===== config.mk =====
export PLATFORM = sky130hd
export DESIGN_NAME = fifo_pack_8to32_flat
export DESIGN_NICKNAME = d
export VERILOG_FILES = /design/src/rtl/fifo_pack_8to32_pkg.sv /design/src/rtl/fifo_pack_8to32_if.sv /design/src/rtl/fifo_pack_8to32.sv /design/src/flat_wrapper.sv
export SDC_FILE = /design/constraint.sdc
export NUM_CORES = 1
export LEC_CHECK = 0
export BUFFER_PORTS_ARGS = -buffer_cell sky130_fd_sc_hd__buf_2
export CAP_MARGIN = 20
export CORE_ASPECT_RATIO = 1.5
export CORE_MARGIN = 2
export CORE_UTILIZATION = 30
export CTS_BUF_LIST = sky130_fd_sc_hd__clkbuf_8
export DETAILED_ROUTE_END_ITERATION = 7
export HOLD_SLACK_MARGIN = 0.1
export SYNTH_ARGS = -nofsm -noshare
export SYNTH_HDL_FRONTEND = slang
export SYNTH_SLANG_ARGS = --single-unit

===== constraint.sdc =====
create_clock -name clk -period 3.4 [get_ports clk]
set_input_delay 0.51 -clock clk [delete_from_list [all_inputs] [get_ports clk]]
set_output_delay 0.51 -clock clk [all_outputs]
set_load 0.01 [all_outputs]

===== src/rtl/fifo_pack_8to32_pkg.sv =====
// Shared constants and lane helpers for the 8-to-32 DMA return-path packer.
package fifo_pkg;

    localparam int BYTE_W = 8;
    localparam int WORD_W = 32;
    localparam int LANES  = 4;

    typedef logic [2:0] fill_t;

    // Byte lane that receives the idx-th byte of a word.
    function automatic logic [1:0] lane_of(input fill_t idx, input bit little_endian);
        return little_endian ? idx[1:0] : (2'd3 - idx[1:0]);
    endfunction

    // Lanes occupied by the first 'count' bytes of a word.
    function automatic logic [3:0] be_mask(input fill_t count, input bit little_endian);
        logic [3:0] m;
        case (count)
            3'd0:    m = 4'b0000;
            3'd1:    m = 4'b0001;
            3'd2:    m = 4'b0011;
            3'd3:    m = 4'b0111;
            default: m = 4'b1111;
        endcase
        return little_endian ? m : {m[0], m[1], m[2], m[3]};
    endfunction

endpackage


===== src/rtl/fifo_pack_8to32_if.sv =====
// Byte-in / word-out handshake bundle of the packer; slave is the packer side.
interface fifo_pack_8to32_if;
    import fifo_pkg::*;

    logic [BYTE_W-1:0] data_in_8bit;
    logic              wr_byte;
    logic              byte_ready;
    logic              flush;
    logic              flush_ack;
    logic [WORD_W-1:0] data_out_32bit;
    logic [LANES-1:0]  byte_en;
    logic              word_valid;
    logic              rd_word;
    fill_t             fill_level;
    logic              err_overrun;

    modport master (
        output data_in_8bit, wr_byte, flush, rd_word,
        input  byte_ready, flush_ack, data_out_32bit, byte_en, word_valid,
               fill_level, err_overrun
    );

    modport slave (
        input  data_in_8bit, wr_byte, flush, rd_word,
        output byte_ready, flush_ack, data_out_32bit, byte_en, word_valid,
               fill_level, err_overrun
    );

endinterface


===== src/rtl/fifo_pack_8to32.sv =====
// Packs DMA bytes into 32-bit words: one word in assembly, one held at the output.
// Flush emits a partial word with byte enables and FILL_BYTE on empty lanes.
module fifo_pack_8to32
    import fifo_pkg::*;
#(
    parameter bit              LITTLE_ENDIAN = 1'b1,
    parameter logic [BYTE_W-1:0] FILL_BYTE   = 8'h00
) (
    input logic               clk,
    input logic               reset,
    fifo_pack_8to32_if.slave  bus
);

    logic [WORD_W-1:0] asm_q;
    logic [WORD_W-1:0] out_q;
    logic [LANES-1:0]  be_q;
    logic              valid_q;
    logic              ack_q;
    logic              err_q;
    fill_t             fill_q;

    logic              out_free;
    logic              byte_ready;
    logic              accept;
    logic              full_load;
    logic              flush_svc;
    fill_t             eff;
    logic [1:0]        lane;
    logic [WORD_W-1:0] asm_next;
    logic [WORD_W-1:0] flush_word;
    logic [LANES-1:0]  flush_mask;

    assign out_free   = !valid_q || bus.rd_word;
    assign byte_ready = (fill_q != 3'd3) || out_free;
    assign accept     = bus.wr_byte && byte_ready;
    assign full_load  = accept && (fill_q == 3'd3);
    // A completing full word wins; the flush waits for a later edge.
    assign flush_svc  = bus.flush && out_free && !((fill_q == 3'd3) && bus.wr_byte);
    assign eff        = fill_q + fill_t'(accept);
    assign lane       = lane_of(fill_q, LITTLE_ENDIAN);

    always_comb begin
        asm_next   = asm_q;
        flush_word = '0;
        flush_mask = be_mask(eff, LITTLE_ENDIAN);
        for (int i = 0; i < LANES; i++) begin
            if (accept && (lane == 2'(i)))
                asm_next[i*BYTE_W +: BYTE_W] = bus.data_in_8bit;
        end
        // Stale bytes from earlier words stay in asm_q; only masked lanes pass.
        for (int i = 0; i < LANES; i++) begin
            flush_word[i*BYTE_W +: BYTE_W] = flush_mask[i] ? asm_next[i*BYTE_W +: BYTE_W]
                                                          : FILL_BYTE;
        end
    end

    always_ff @(posedge clk or posedge reset) begin
        if (reset) begin
            asm_q   <= '0;
            out_q   <= '0;
            be_q    <= '0;
            valid_q <= 1'b0;
            ack_q   <= 1'b0;
            err_q   <= 1'b0;
            fill_q  <= '0;
        end else begin
            ack_q <= flush_svc;
            if (accept)
                asm_q <= asm_next;
            if (bus.wr_byte && !byte_ready)
                err_q <= 1'b1;
            if (full_load) begin
                out_q   <= asm_next;
                be_q    <= 4'hF;
                valid_q <= 1'b1;
                fill_q  <= '0;
            end else if (flush_svc && (eff != 3'd0)) begin
                out_q   <= flush_word;
                be_q    <= flush_mask;
                valid_q <= 1'b1;
                fill_q  <= '0;
            end else begin
                if (accept)
                    fill_q <= fill_q + 3'd1;
                if (bus.rd_word && valid_q)
                    valid_q <= 1'b0;
            end
        end
    end

    assign bus.byte_ready     = byte_ready;
    assign bus.flush_ack      = ack_q;
    assign bus.data_out_32bit = out_q;
    assign bus.byte_en        = be_q;
    assign bus.word_valid     = valid_q;
    assign bus.fill_level     = fill_q;
    assign bus.err_overrun    = err_q;

endmodule


===== src/flat_wrapper.sv =====
// flat-port wrapper written by rule: the top's interface ports become plain ports
module fifo_pack_8to32_flat import fifo_pkg::*;
#(
    parameter bit              LITTLE_ENDIAN = 1'b1,
    parameter logic [BYTE_W-1:0] FILL_BYTE   = 8'h00
)
  (clk, reset, bus_data_in_8bit, bus_wr_byte, bus_flush, bus_rd_word, bus_byte_ready, bus_flush_ack, bus_data_out_32bit, bus_byte_en, bus_word_valid, bus_fill_level, bus_err_overrun);
  fifo_pack_8to32_if bus_i ();
  input logic clk;
  input logic reset;
  input wire logic [$bits(bus_i.data_in_8bit)-1:0] bus_data_in_8bit;
  input wire logic [$bits(bus_i.wr_byte)-1:0] bus_wr_byte;
  input wire logic [$bits(bus_i.flush)-1:0] bus_flush;
  input wire logic [$bits(bus_i.rd_word)-1:0] bus_rd_word;
  output wire logic [$bits(bus_i.byte_ready)-1:0] bus_byte_ready;
  output wire logic [$bits(bus_i.flush_ack)-1:0] bus_flush_ack;
  output wire logic [$bits(bus_i.data_out_32bit)-1:0] bus_data_out_32bit;
  output wire logic [$bits(bus_i.byte_en)-1:0] bus_byte_en;
  output wire logic [$bits(bus_i.word_valid)-1:0] bus_word_valid;
  output wire logic [$bits(bus_i.fill_level)-1:0] bus_fill_level;
  output wire logic [$bits(bus_i.err_overrun)-1:0] bus_err_overrun;
  assign bus_i.data_in_8bit = bus_data_in_8bit;
  assign bus_i.wr_byte = bus_wr_byte;
  assign bus_i.flush = bus_flush;
  assign bus_i.rd_word = bus_rd_word;
  assign bus_byte_ready = bus_i.byte_ready;
  assign bus_flush_ack = bus_i.flush_ack;
  assign bus_data_out_32bit = bus_i.data_out_32bit;
  assign bus_byte_en = bus_i.byte_en;
  assign bus_word_valid = bus_i.word_valid;
  assign bus_fill_level = bus_i.fill_level;
  assign bus_err_overrun = bus_i.err_overrun;
  fifo_pack_8to32 #(.LITTLE_ENDIAN(LITTLE_ENDIAN), .FILL_BYTE(FILL_BYTE)) u_core (.clk(clk), .reset(reset), .bus(bus_i));
endmodule

Word-level counts from Yosys, hierarchy flattened
Index checks and enable logic that the tools add are counted.

word-level totals
  flip-flop bits (word level) = 74
  input bits = 13
  output and inout bits = 43
  word-level logic and storage cells = 59

operators by class
  add/sub/neg operators = 2
  equality and inequality tests = 8
  mux-type cells = 19
  reductions and logical operators = 23

operator list
  kind                                                                      number
  32-bit two-way mux                                                        2
  8-bit two-way mux                                                         8
  4-bit case mux with 4 select lines                                        1
  1-bit logical AND                                                         12
  3-bit by 2-bit equality test with 1-bit output (second input constant)    3
  3-bit two-way mux                                                         3
  3-bit nonzero test                                                        3
  4-bit two-way mux                                                         2
  2-bit equality test (second input constant)                               2
  3-bit by 1-bit adder with 3-bit output                                    1
  3-bit by 1-bit adder with 3-bit output (second input constant)            1
  3-bit by 1-bit equality test with 1-bit output (second input constant)    1
  1-bit logical NOT                                                         3
  3-bit logical NOT                                                         1
  1-bit two-way mux                                                         3
  3-bit by 2-bit inequality test with 1-bit output (second input constant)  1
  2-bit by 1-bit equality test with 1-bit output (second input constant)    1
  2-bit logical NOT                                                         1
  1-bit logical OR                                                          2
  2-bit nonzero test                                                        1

Longest topological paths before layout
Gate-level depths: netlist (run 1).

  depth in word-level cells = 10
  gate-level depth with buffers = 15
  depth with buffers taken out = 11

Worst setup path before layout (run 1)
Ideal clock, no wire load.

  kind = register -> register
  from = reg u_core.fill_q[0] (netlist: u_core.bus.fill_level[0])
  to = reg u_core.out_q[1] (netlist: u_core.bus.data_out_32bit[1])
  library setup time = 127 ps
  arrival = 2,921 ps
  required time = 3,273 ps
  path slack = 352 ps
  stages on the path, launching flop included = 15
  buffers on the path = 3
  period minus slack after synthesis = 3,048 ps
  path through = dfrtp_1 > ha_1 > ha_1 > and3b_1 > inv_2 > buf_2 > buf_2 > nand2_1 > nor2_1 > ha_1 > xor2_1 > a211o_1 > buf_6 > o22a_4 > mux2_1

between the ends
  longest elaborated chain between the ends = 9
  elaborated cells between the ends (all ways) = 23
  those cells by class = add/sub: 1; eq/ne: 5; mux: 5; reduce/logical: 12

RTL lines
  what                                                                          RTL line                   RTL
  start: declaration                                                            fifo_pack_8to32.sv:20      fill_t fill_q;
  start signal: assignment                                                      fifo_pack_8to32.sv:84      fill_q <= fill_q + 3'd1;
  3-bit by 2-bit inequality test with 1-bit output (*)                          fifo_pack_8to32.sv:34      assign byte_ready = (fill_q != 3'd3) || out_free;
  1-bit logical OR (*)                                                          fifo_pack_8to32.sv:34
  via bus_byte_ready                                                            flat_wrapper.sv:15         output wire logic [$bits(bus_i.byte_ready)-1:0] bus_byte_ready;
  1-bit logical AND (*)                                                         fifo_pack_8to32.sv:35      assign accept = bus.wr_byte && byte_ready;
  3-bit by 1-bit adder with 3-bit output                                        fifo_pack_8to32.sv:39      assign eff = fill_q + fill_t'(accept);
  3-bit by 2-bit equality test with 1-bit output, or another cell as far along  fifo_pack_8to32_pkg.sv:18  case (count)
  4-bit case mux with 4 select lines                                            fifo_pack_8to32_pkg.sv:18
  8-bit two-way mux                                                             fifo_pack_8to32.sv:52      flush_word[i*BYTE_W +: BYTE_W] = flush_mask[i] ? asm_next[i*BYTE_W +: BYTE_W]
  32-bit two-way mux                                                            fifo_pack_8to32.sv:77      end else if (flush_svc && (eff != 3'd0)) begin
  32-bit two-way mux                                                            fifo_pack_8to32.sv:72      if (full_load) begin
  end signal: assignment                                                        fifo_pack_8to32.sv:73      out_q <= asm_next;
  end signal: assignment                                                        fifo_pack_8to32.sv:78      out_q <= flush_word;
  end: declaration                                                              fifo_pack_8to32.sv:15      logic [WORD_W-1:0] out_q;

The timed path passes the listed nets; every way through them passes the cells marked *. The select of a mux whose other input is x is not followed.
A chain may end at the register's enable or synchronous reset.

Final worst setup path (run 1)
  from = reg u_core.fill_q[0] (netlist: u_core.bus.fill_level[0])
  to = reg u_core.out_q[1] (netlist: u_core.bus.data_out_32bit[1])

between the ends
  longest elaborated chain between the ends = 9
  elaborated cells between the ends (all ways) = 23
  those cells by class = add/sub: 1; eq/ne: 5; mux: 5; reduce/logical: 12

RTL lines
  what                                                                          RTL line
  3-bit by 2-bit inequality test with 1-bit output                              fifo_pack_8to32.sv:34
  1-bit logical OR                                                              fifo_pack_8to32.sv:34
  1-bit logical AND                                                             fifo_pack_8to32.sv:35
  3-bit by 1-bit adder with 3-bit output                                        fifo_pack_8to32.sv:39
  3-bit by 2-bit equality test with 1-bit output, or another cell as far along  fifo_pack_8to32_pkg.sv:18
  4-bit case mux with 4 select lines                                            fifo_pack_8to32_pkg.sv:18
  8-bit two-way mux                                                             fifo_pack_8to32.sv:52
  32-bit two-way mux                                                            fifo_pack_8to32.sv:77
  32-bit two-way mux                                                            fifo_pack_8to32.sv:72

Several ways; a longest one is shown, not always the timed one. The select of a mux whose other input is x is not followed.

==> results.tsv, run 1 <==
metric	value	unit
outcome	finished, final reports clean	
min_period	3.10	ns
ctsHtreeMaxLevel	3	
root_buffer	clkbuf_8	
leakagePower	1.94	nW
drt-wirelength-per-cell	15.9	um
required	3.63	ns
grt_start_max_net_pins	75	
rsz0062_at_grt	no	
num_vias	2108	
num_io_pins	56	
drt_wl_total	7150	um
drive_above_1_share	31.8	%
worst_path_max_delay_cell	dfrtp_1	
die_area	11600	um^2
drv_cap	0	
track_usage	13.3	%
switchingPower	1.21	mW
ir_worst_vdd	0.000255	V
r2r-end	u_core.bus.data_out_32bit[1]	
worstHoldPathType	in2async	
synthTopCellsByArea	dfrtp_1 (58%), mux2i_1 (4.7%), a22o_1 (4.4%), mux2_4 (3.7%), mux2_2 (2.8%)	
met2_length	3680	um
cp-end-kind	register	
synth_top_family_by_area	compound AO/OA/AOI/OAI gates	
synth-main-ff-cell	dfrtp_1	
finalSetupViolCount	0	
synthSimpleGateAreaFrac	8.22	%
p_per_area	910	nW/um^2
synth_warnings	0	
syn_nets	264	
met1_length	3040	um
cts_buffers	9	
port-buffer-count	55	
crit_top_cell	ha_1	
crit_path_cell_trace	ha_1 -> ha_1 -> and3b_1 -> inv_2 -> nand2_1 -> nor2_1 -> ha_1 -> xor2_1 -> a211o_1 -> o22a_4 -> mux2_1	
routed.top_layer	met4	
synth_seq_cells	74	
place_congestion	0.816	
finalSetupTns	0	ns
startpoint	u_core.bus.fill_level[0]	
nets	320	
synth_area	3210	um^2
drv_slew	0	
row_count	46	
start_util	30.5	%
regToRegStartpoint	u_core.bus.fill_level[0]	
synth_compound_area_share	13.9	%
clock_power_share	19.4	%
fmax	0.323	GHz
critPathMaxFanout	12	
drc	0	
drt_iter0_markers	180	
synth_async_sr_flop_share	100	%
p_int	2.25	mW
synth-edff-count	0	
setup_slack	0.301	ns
skew	0.00629	ns
avgSynthCellArea	13.1	um^2
postCtsResizedCells	0	
muxShareOfSynthArea	11.9	%
crit_path_max_incr_delay	0.47	ns
drt_first_pass_iters	4	
synthAdderAreaFrac	2.34	%
cts_tree	yes	
dp_hpwl	5100	um
slew_headroom	38.5	%
reg2reg_depth	11	
final_antenna_net_count	0	
synth_top_area_cell	dfrtp_1	
synth.distinct_cells	45	
hold_viol	0	
overflow	0	
arrival	3.33	ns
crit_type	reg2reg	
post-route-util	36.0	%
crit_family	compound AO/OA/AOI/OAI gates	
synth-xor-area-share	0.273	%
swShare	34.9	%
cp-start-kind	register	
worstSkewPairLatency	0.34	ns
clockBufferDepth	2	
num_antenna_cells	0	
area_delta_synth_final	18.2	%
path_depth	11	
die_w	88.5	um
clk_pin_slew_worst_paths	0.07	ns
fin_crit_sh	91.1	%
synth_cells	245	
cts_num_sinks	74	
cts_setup_buffers	0	
critPathCapture	u_core.bus.data_out_32bit[1]	
die_y	131	um
holdWs	0.424	ns
worst_slew_pin_slew	0.922	ns
netlist.area_leader.share	57.7	%
dp_slack	0.332	ns
wl_met3	291	um
coreArea	10500	um^2
final_cells	449	
grt_pass1_wl	11400	um
grt_pass1_vias	2121	
p_comb_share	38.6	%
hold_buffers	0	
ys_seq_area_share	57.7	%
antenna_found_initial	0	
crit_buf_inv	1	
post-place-cells	434	
viasPerCell	4.69	
ff2ff_setup_slack	0.30	ns
p_seq_share	42.0	%
worst reg2reg max path: cells and delay by family, from the launching register on:
kind                       cells  cell delay (ns)
DFF                            1             0.47
muxes                          1             0.35
xor gates and xnor gates       1             0.27
adders and majority gates      3             0.68
buffers and inverters          1             0.06
and+or+nand+nor                3             0.46
AOI/OAI and AO/OA              2             0.70
layout by cell type (no fill, tap or decap), drive strengths merged, types with 2 or more instances in the layout:
cell / n
buf: 58
a211o: 2
nand2: 5
mux2i: 15
o22ai: 8
a21o: 2
dfrtp: 74
nor2b: 2
clkbuf: 10
a22o: 16
mux2: 18
or2: 8
inv: 24
and3: 10
o2bb2ai: 8
o21ai: 3
nor2: 3
and2: 2
and4: 2
nand3: 5
a21boi: 7
nand2b: 3
ha: 6
flip-flops by register name (all words and copies together), names as in the netlist:
register and flops:
u_core.bus.err_overrun 1, u_core.asm_q 32, u_core.bus.data_out_32bit 32, u_core.bus.flush_ack 1
u_core.bus.byte_en 4, u_core.bus.word_valid 1, u_core.bus.fill_level 3
power by group through the flow:
stage | combinational, mW | clock (mW) | sequential (mW)
6_report | 1.33 | 0.670 | 1.45
5_1_grt | 1.48 | 0.724 | 1.50
4_1_cts | 1.37 | 0.693 | 1.45
3_5_place_dp | 1.36 | 0 | 1.47
3_3_place_gp | 1.33 | 0 | 1.46
2_1_floorplan | 0.892 | 0 | 1.52
final cells by class:
type | count | area [um^2]
fillers | 1053 | 6740
flip-flops and latches | 74 | 1850
multi-input cells | 136 | 1180
repair buffers | 58 | 310
well taps | 144 | 180
clock buffers | 10 | 138
inverters | 22 | 82.6
clock inverters | 5 | 55.1
synth_stat cells (3+ instances only):
master,instances
mux2_2,8
nand3_1,4
and3_1,9
buf_2,3
o22ai_1,7
inv_1,21
o21ai_1,3
mux2_4,8
dfrtp_1,74
nor2_1,3
or2_1,7
a22o_1,16
buf_6,5
o2bb2ai_1,8
a21boi_0,7
nand2_1,5
mux2i_1,15
ha_1,6
nand2b_1,3
how the worst min path moves through the flow:
stage,startpoint,endpoint,depth (start not counted)
3_3_place_gp,u_core.bus.err_overrun,u_core.bus.err_overrun,1
6_report,reset,u_core.bus.flush_ack,3
3_5_place_dp,u_core.bus.err_overrun,u_core.bus.err_overrun,1
5_1_grt,bus_data_in_8bit[5],u_core.asm_q[13],3
2_1_floorplan,u_core.asm_q[8],u_core.asm_q[8],2
4_1_cts,bus_data_in_8bit[6],u_core.asm_q[14],3
metal layers:
metal | vias up | global-route usage [%]
met1 | 1078 | 16.5
met5 | - | 0
met2 | 42 | 21.5
met3 | 7 | 2.95
met4 | 0 | 6.60
li1 | 981 | -
cell families (layout without fill, tap and decap cells):
family / after synthesis / after routing
and+or+nand+nor: 43 / 43
xor gates and xnor gates: 1 / 1
DFF: 74 / 74
adders and majority gates: 6 / 6
buffers and inverters: 35 / 95
muxes: 33 / 33
AOI/OAI and AO/OA: 53 / 53
stage by stage:
step | power, mW | cell area (um^2)
after CTS | 3.51 | 3800
after global placement | 2.79 | 3600
after floorplan | 2.41 | 3210
final | 3.45 | 3800
after detailed placement | 2.82 | 3600
after global routing | 3.70 | 3800
Note: power is estimated with default switching activity, not from simulation.
==> run 2: changes to the inputs <==
Settings changed: ABC_AREA from default to 1.
==> results.tsv, run 2 <==
metric	value	unit
num_io_pins	56	
die_y	130	um
drv_slew	0	
coreArea	10200	um^2
synth.distinct_cells	25	
regToRegStartpoint	u_core.bus.fill_level[1]	
synthTopCellsByArea	dfrtp_1 (59%), nand2_1 (13%), nand3_1 (12%), ha_1 (2.4%), o21ai_0 (2.2%)	
cts_buffers	9	
required	3.64	ns
die_w	87.8	um
finalSetupTns	0	ns
clockBufferDepth	2	
synth-main-ff-cell	dfrtp_1	
grt_pass1_wl	12900	um
drt-wirelength-per-cell	14.7	um
hold_buffers	0	
crit_type	reg2reg	
critPathMaxFanout	37	
ir_worst_vdd	0.000280	V
netlist.area_leader.share	58.6	%
p_per_area	883	nW/um^2
nets	416	
grt_start_max_net_pins	38	
arrival	2.98	ns
cts_num_sinks	74	
start_util	31.0	%
synth-edff-count	0	
post-place-cells	527	
synth_cells	342	
startpoint	u_core.bus.fill_level[1]	
postCtsResizedCells	0	
rsz0062_at_grt	no	
outcome	finished, final reports clean	
skew	0.00924	ns
yosysMostFrequentCell	nand2_1	
drt_iter0_markers	203	
drv_cap	0	
drt_first_pass_iters	5	
synth_top_area_cell	dfrtp_1	
port-buffer-count	55	
grt_pass1_vias	2499	
num_antenna_cells	0	
die_area	11400	um^2
cp-end-kind	register	
worstHoldPathType	in2async	
clk_pin_slew_worst_paths	0.07	ns
worst_slew_pin_slew	0.447	ns
avgSynthCellArea	9.24	um^2
synth_warnings	0	
synth_async_sr_flop_share	100	%
cp-start-kind	register	
cts_setup_buffers	0	
dp_hpwl	5690	um
synth_area	3160	um^2
final_cells	543	
drc	0	
area_delta_synth_final	18.1	%
fmax	0.366	GHz
leakagePower	2.07	nW
hold_viol	0	
holdWs	0.110	ns
drt_wl_total	7960	um
row_count	45	
drive_above_1_share	21.9	%
num_vias	2529	
antenna_found_initial	0	
track_usage	15.1	%
reg2reg_depth	12	
worstSkewPairLatency	0.36	ns
ctsHtreeMaxLevel	3	
fill_cells	1060	
root_buffer	clkbuf_8	
min_period	2.74	ns
viasPerCell	4.66	
final_common_cell	nand2_1	
ys_seq_area_share	58.6	%
syn_nets	361	
finalSetupViolCount	0	
slew_headroom	70.2	%
final_antenna_net_count	0	
power	3.29	mW
synth_seq_cells	74	
fin_crit_sh	80.5	%
mostFrequentLayoutCells	nand2_1 (113), nand3_1 (78), dfrtp_1 (74), buf_2 (55)	
overflow	0	
cts_tree	yes	
netlist_top_cells_count	nand2_1 (113), nand3_1 (78), dfrtp_1 (74)	
place_congestion	0.823	
[run 2: changes by cell type in the layout (fill, tap and decap cells not counted), moves of 8 or more]
cell,before,now
nand2_1,5,113
nand3_1,4,78
a22o_1,16,0
mux2i_1,15,0
o21ai_0,0,14
and3_1,9,0
mux2_2,8,0
mux2_4,8,0
o2bb2ai_1,8,0
[run 2: final timing paths]
check / endpoint / slack (ns)
setup / recovery: u_core.bus.word_valid / 0.66
hold / removal: u_core.bus.data_out_32bit[11] / 0.11
setup reg to reg: u_core.bus.word_valid / 0.66
hold reg to reg: u_core.bus.err_overrun / 0.48
max in group asynchronous: u_core.bus.data_out_32bit[29] / 2.53
min in group clk: u_core.bus.flush_ack / 0.45
[run 2: area by class of cell]
type                            count  area, um^2  area share, %
Timing Repair Buffer               59         305           8.19
Sequential cell                    74        1850           49.6
Multi-Input combinational cell    237        1140           30.5
Inverter                           16        60.1           1.61
Clock buffer                       11         151           4.06
Clock inverter                      5        46.3           1.24
Tap cell                          141         176           4.73
[run 2: metal layers]
metal | share of wire (%) | up-vias | global-route usage (%)
met4 | 2.2 | 0 | 6.79
met2 | 51 | 56 | 25.3
met3 | 3.7 | 14 | 2.87
li1 | - | 1228 | -
met5 | 0 | - | 0
met1 | 43 | 1231 | 18.5
[run 2: cell families after synthesis]
group / Yosys count / share of synthesized area, %
XOR/XNOR: 1 / 0.277
AO/OA/AOI/OAI: 20 / 3.64
adder cells (fa/ha/maj): 6 / 2.38
flip-flops: 74 / 58.6
AND/OR/NAND/NOR: 210 / 29.7
buffers and inverters: 31 / 5.35
[run 2: metrics by stage]
stage	worst slack, ns	cell area (um^2)	utilization (%)
floorplan	1.01	3160	-
global placement	0.762	3530	34.7
detailed placement	0.663	3530	34.7
CTS	0.654	3730	36.6
global route	0.394	3730	36.6
finish	0.664	3730	36.6
[run 2: worst max-delay path, cell delays in order (launching register included)]
cell and delay, ns:
dfrtp_1 0.44, ha_1 0.21, ha_1 0.23, nand3_2 0.11, nand3_1 0.15, inv_1 0.06
ha_1 0.18, xor2_1 0.15, nor2_1 0.19, nand2_2 0.09, nand2_4 0.21, nand2_4 0.28
or2_1 0.30
[run 2: report_power, final]
group	total [mW]	leakage, nW	internal (mW)	switching (mW)
Clock	0.685	0.113	0.370	0.315
Combinational	1.20	1.01	0.398	0.805
Sequential	1.41	0.951	1.25	0.160
Total	3.29	2.07	2.01	1.28
==> run 3: changes to the inputs <==
Clock period 3.4 ns to 2.7 ns, I/O delays scaled along.
==> results.tsv, run 3 (same netlist as run 2, synthesis figures left out) <==
metric	value	unit
outcome	finished, final reports clean	
final_common_cell	nand2_1	
worstHoldPathType	in2reg	
reg2reg_depth	11	
grt_start_max_net_pins	62	
crit_path_cell_trace	ha_1 -> ha_1 -> nand3_2 -> nand3_1 -> inv_1 -> ha_1 -> nor2_2 -> nand2_2 -> nand2_8 -> nand2_8 -> or2_1	
cp-end-kind	register	
mostFrequentLayoutCells	nand2_1 (113), nand3_1 (78), dfrtp_1 (74), buf_2 (55), o21ai_0 (14)	
overflow	0	
skew	0.0103	ns
holdPathEnd	u_core.bus.err_overrun	
grt_pass1_wl	12800	um
rsz0062_at_grt	no	
root_buffer	clkbuf_8	
drt-wirelength-per-cell	14.4	um
fin_crit_sh	89.3	%
coreArea	10200	um^2
startpoint	u_core.bus.fill_level[0]	
die_w	87.8	um
worstSkewPairLatency	0.35	ns
viasPerCell	4.63	
finalSetupViolCount	0	
required	2.93	ns
dp_hpwl	5520	um
die_area	11400	um^2
ff2ff_setup_slack	0.29	ns
clk_pin_slew_worst_paths	0.07	ns
min_path_cells	2	
fill_cells	1013	
worst_path_max_delay_cell	dfrtp_1	
cp-start-kind	register	
regArea	1850	um^2
num_antenna_cells	0	
dp_slack	0.0894	ns
slew_headroom	66.4	%
drive_above_1_share	22.8	%
drt_first_pass_iters	4	
clockBufferDepth	2	
area_delta_synth_final	19.8	%
drt_iter0_markers	235	
finalSetupTns	0	ns
min_period	2.41	ns
crit_type	reg2reg	
cts_setup_buffers	0	
ctsHtreeMaxLevel	3	
track_usage	14.6	%
multi_input_area	1160	um^2
critPathMaxFanout	37	
final_antenna_net_count	0	
drc	0	
r2r-end	u_core.bus.word_valid	
drt_wl_total	7850	um
drv_slew	0	
die_y	130	um
num_vias	2516	
start_util	31.0	%
p_per_area	1110	nW/um^2
cts_buffers	9	
place_congestion	0.792	
nets	418	
regToRegStartpoint	u_core.bus.fill_level[0]	
worst_slew_pin_slew	0.502	ns
hp-start	bus_wr_byte	
antenna_found_initial	0	
port-buffer-count	55	
hold_viol	0	
crit_path_max_incr_delay	0.38	ns
row_count	45	
fmax	0.415	GHz
crit_top_cell	ha_1	
ir_worst_vdd	0.000314	V
arrival	2.64	ns
cts_tree	yes	
drv_cap	0	
leakagePower	2.08	nW
cts_num_sinks	74	
grt_pass1_vias	2583	
setup_slack	0.288	ns
num_io_pins	56	
[run 3: changes by cell type in the layout (fill, tap and decap cells not counted), sizes merged]
cell	previous run	this run
clkinv	2	3
clkinvlp	0	1
buf	59	60
inv	18	15
dlygate4sd3	0	1
[run 3: metrics by stage]
step                cells  util, %  hold slack (ns)  area [um^2]  total power, mW
floorplan             342        -            0.439         3160             2.80
global placement      528     34.9            0.383         3550             3.30
detailed placement    528     34.9            0.391         3550             3.34
CTS                   544     36.9            0.332         3760             4.22
global route          544     37.1            0.366         3780             4.53
finish                544     37.1            0.365         3780             4.20
[run 3: area by class of cell]
class	count	area share [%]
Sequential cell	74	48.9
Tap cell	141	4.66
Clock buffer	11	4.00
Multi-Input combinational cell	237	30.6
Inverter	16	1.59
Timing Repair Buffer	61	8.86
Clock inverter	4	1.36
[run 3: how the worst max path moves through the flow]
| stage | end | slack, ns | cells after the start |
|---|---|---|---|
| finish | u_core.bus.word_valid | 0.29 | 11 |
| global route | u_core.bus.byte_en[0] | 0.08 | 12 |
| CTS | u_core.bus.byte_en[0] | 0.08 | 12 |
| detailed placement | u_core.bus.byte_en[0] | 0.09 | 11 |
| global placement | u_core.bus.word_valid | 0.18 | 11 |
| floorplan | u_core.asm_q[0] | 0.41 | 1 |
[run 3: power by group]
group	total [mW]	internal, mW	switching (mW)	leakage [nW]
clock	0.876	0.472	0.404	0.101
combinational	1.56	0.527	1.04	1.02
sequential	1.76	1.57	0.187	0.951
[run 3: timing repair]
item	4_1_cts	5_1_grt
gates resized for setup	0	3
endpoints found under the setup margin	0	37
hold buffers	1	0
hold endpoints to repair	13	0
[run 3: worst max-delay path, delay by kind of cell, from the launching register on]
kind / cells / cell delay, ns
adder cells (fa/ha/maj): 3 / 0.69
flip-flops: 1 / 0.38
AND/OR/NAND/NOR: 7 / 1.12
buffers and inverters: 1 / 0.09
[run 3: layer usage]
layer	share of wire, %	up-vias	GRT usage [%]
met5	0	-	0
met4	3.7	0	9.50
met3	3.7	17	2.10
met2	49	55	23.4
met1	43	1205	18.3
li1	-	1239	-
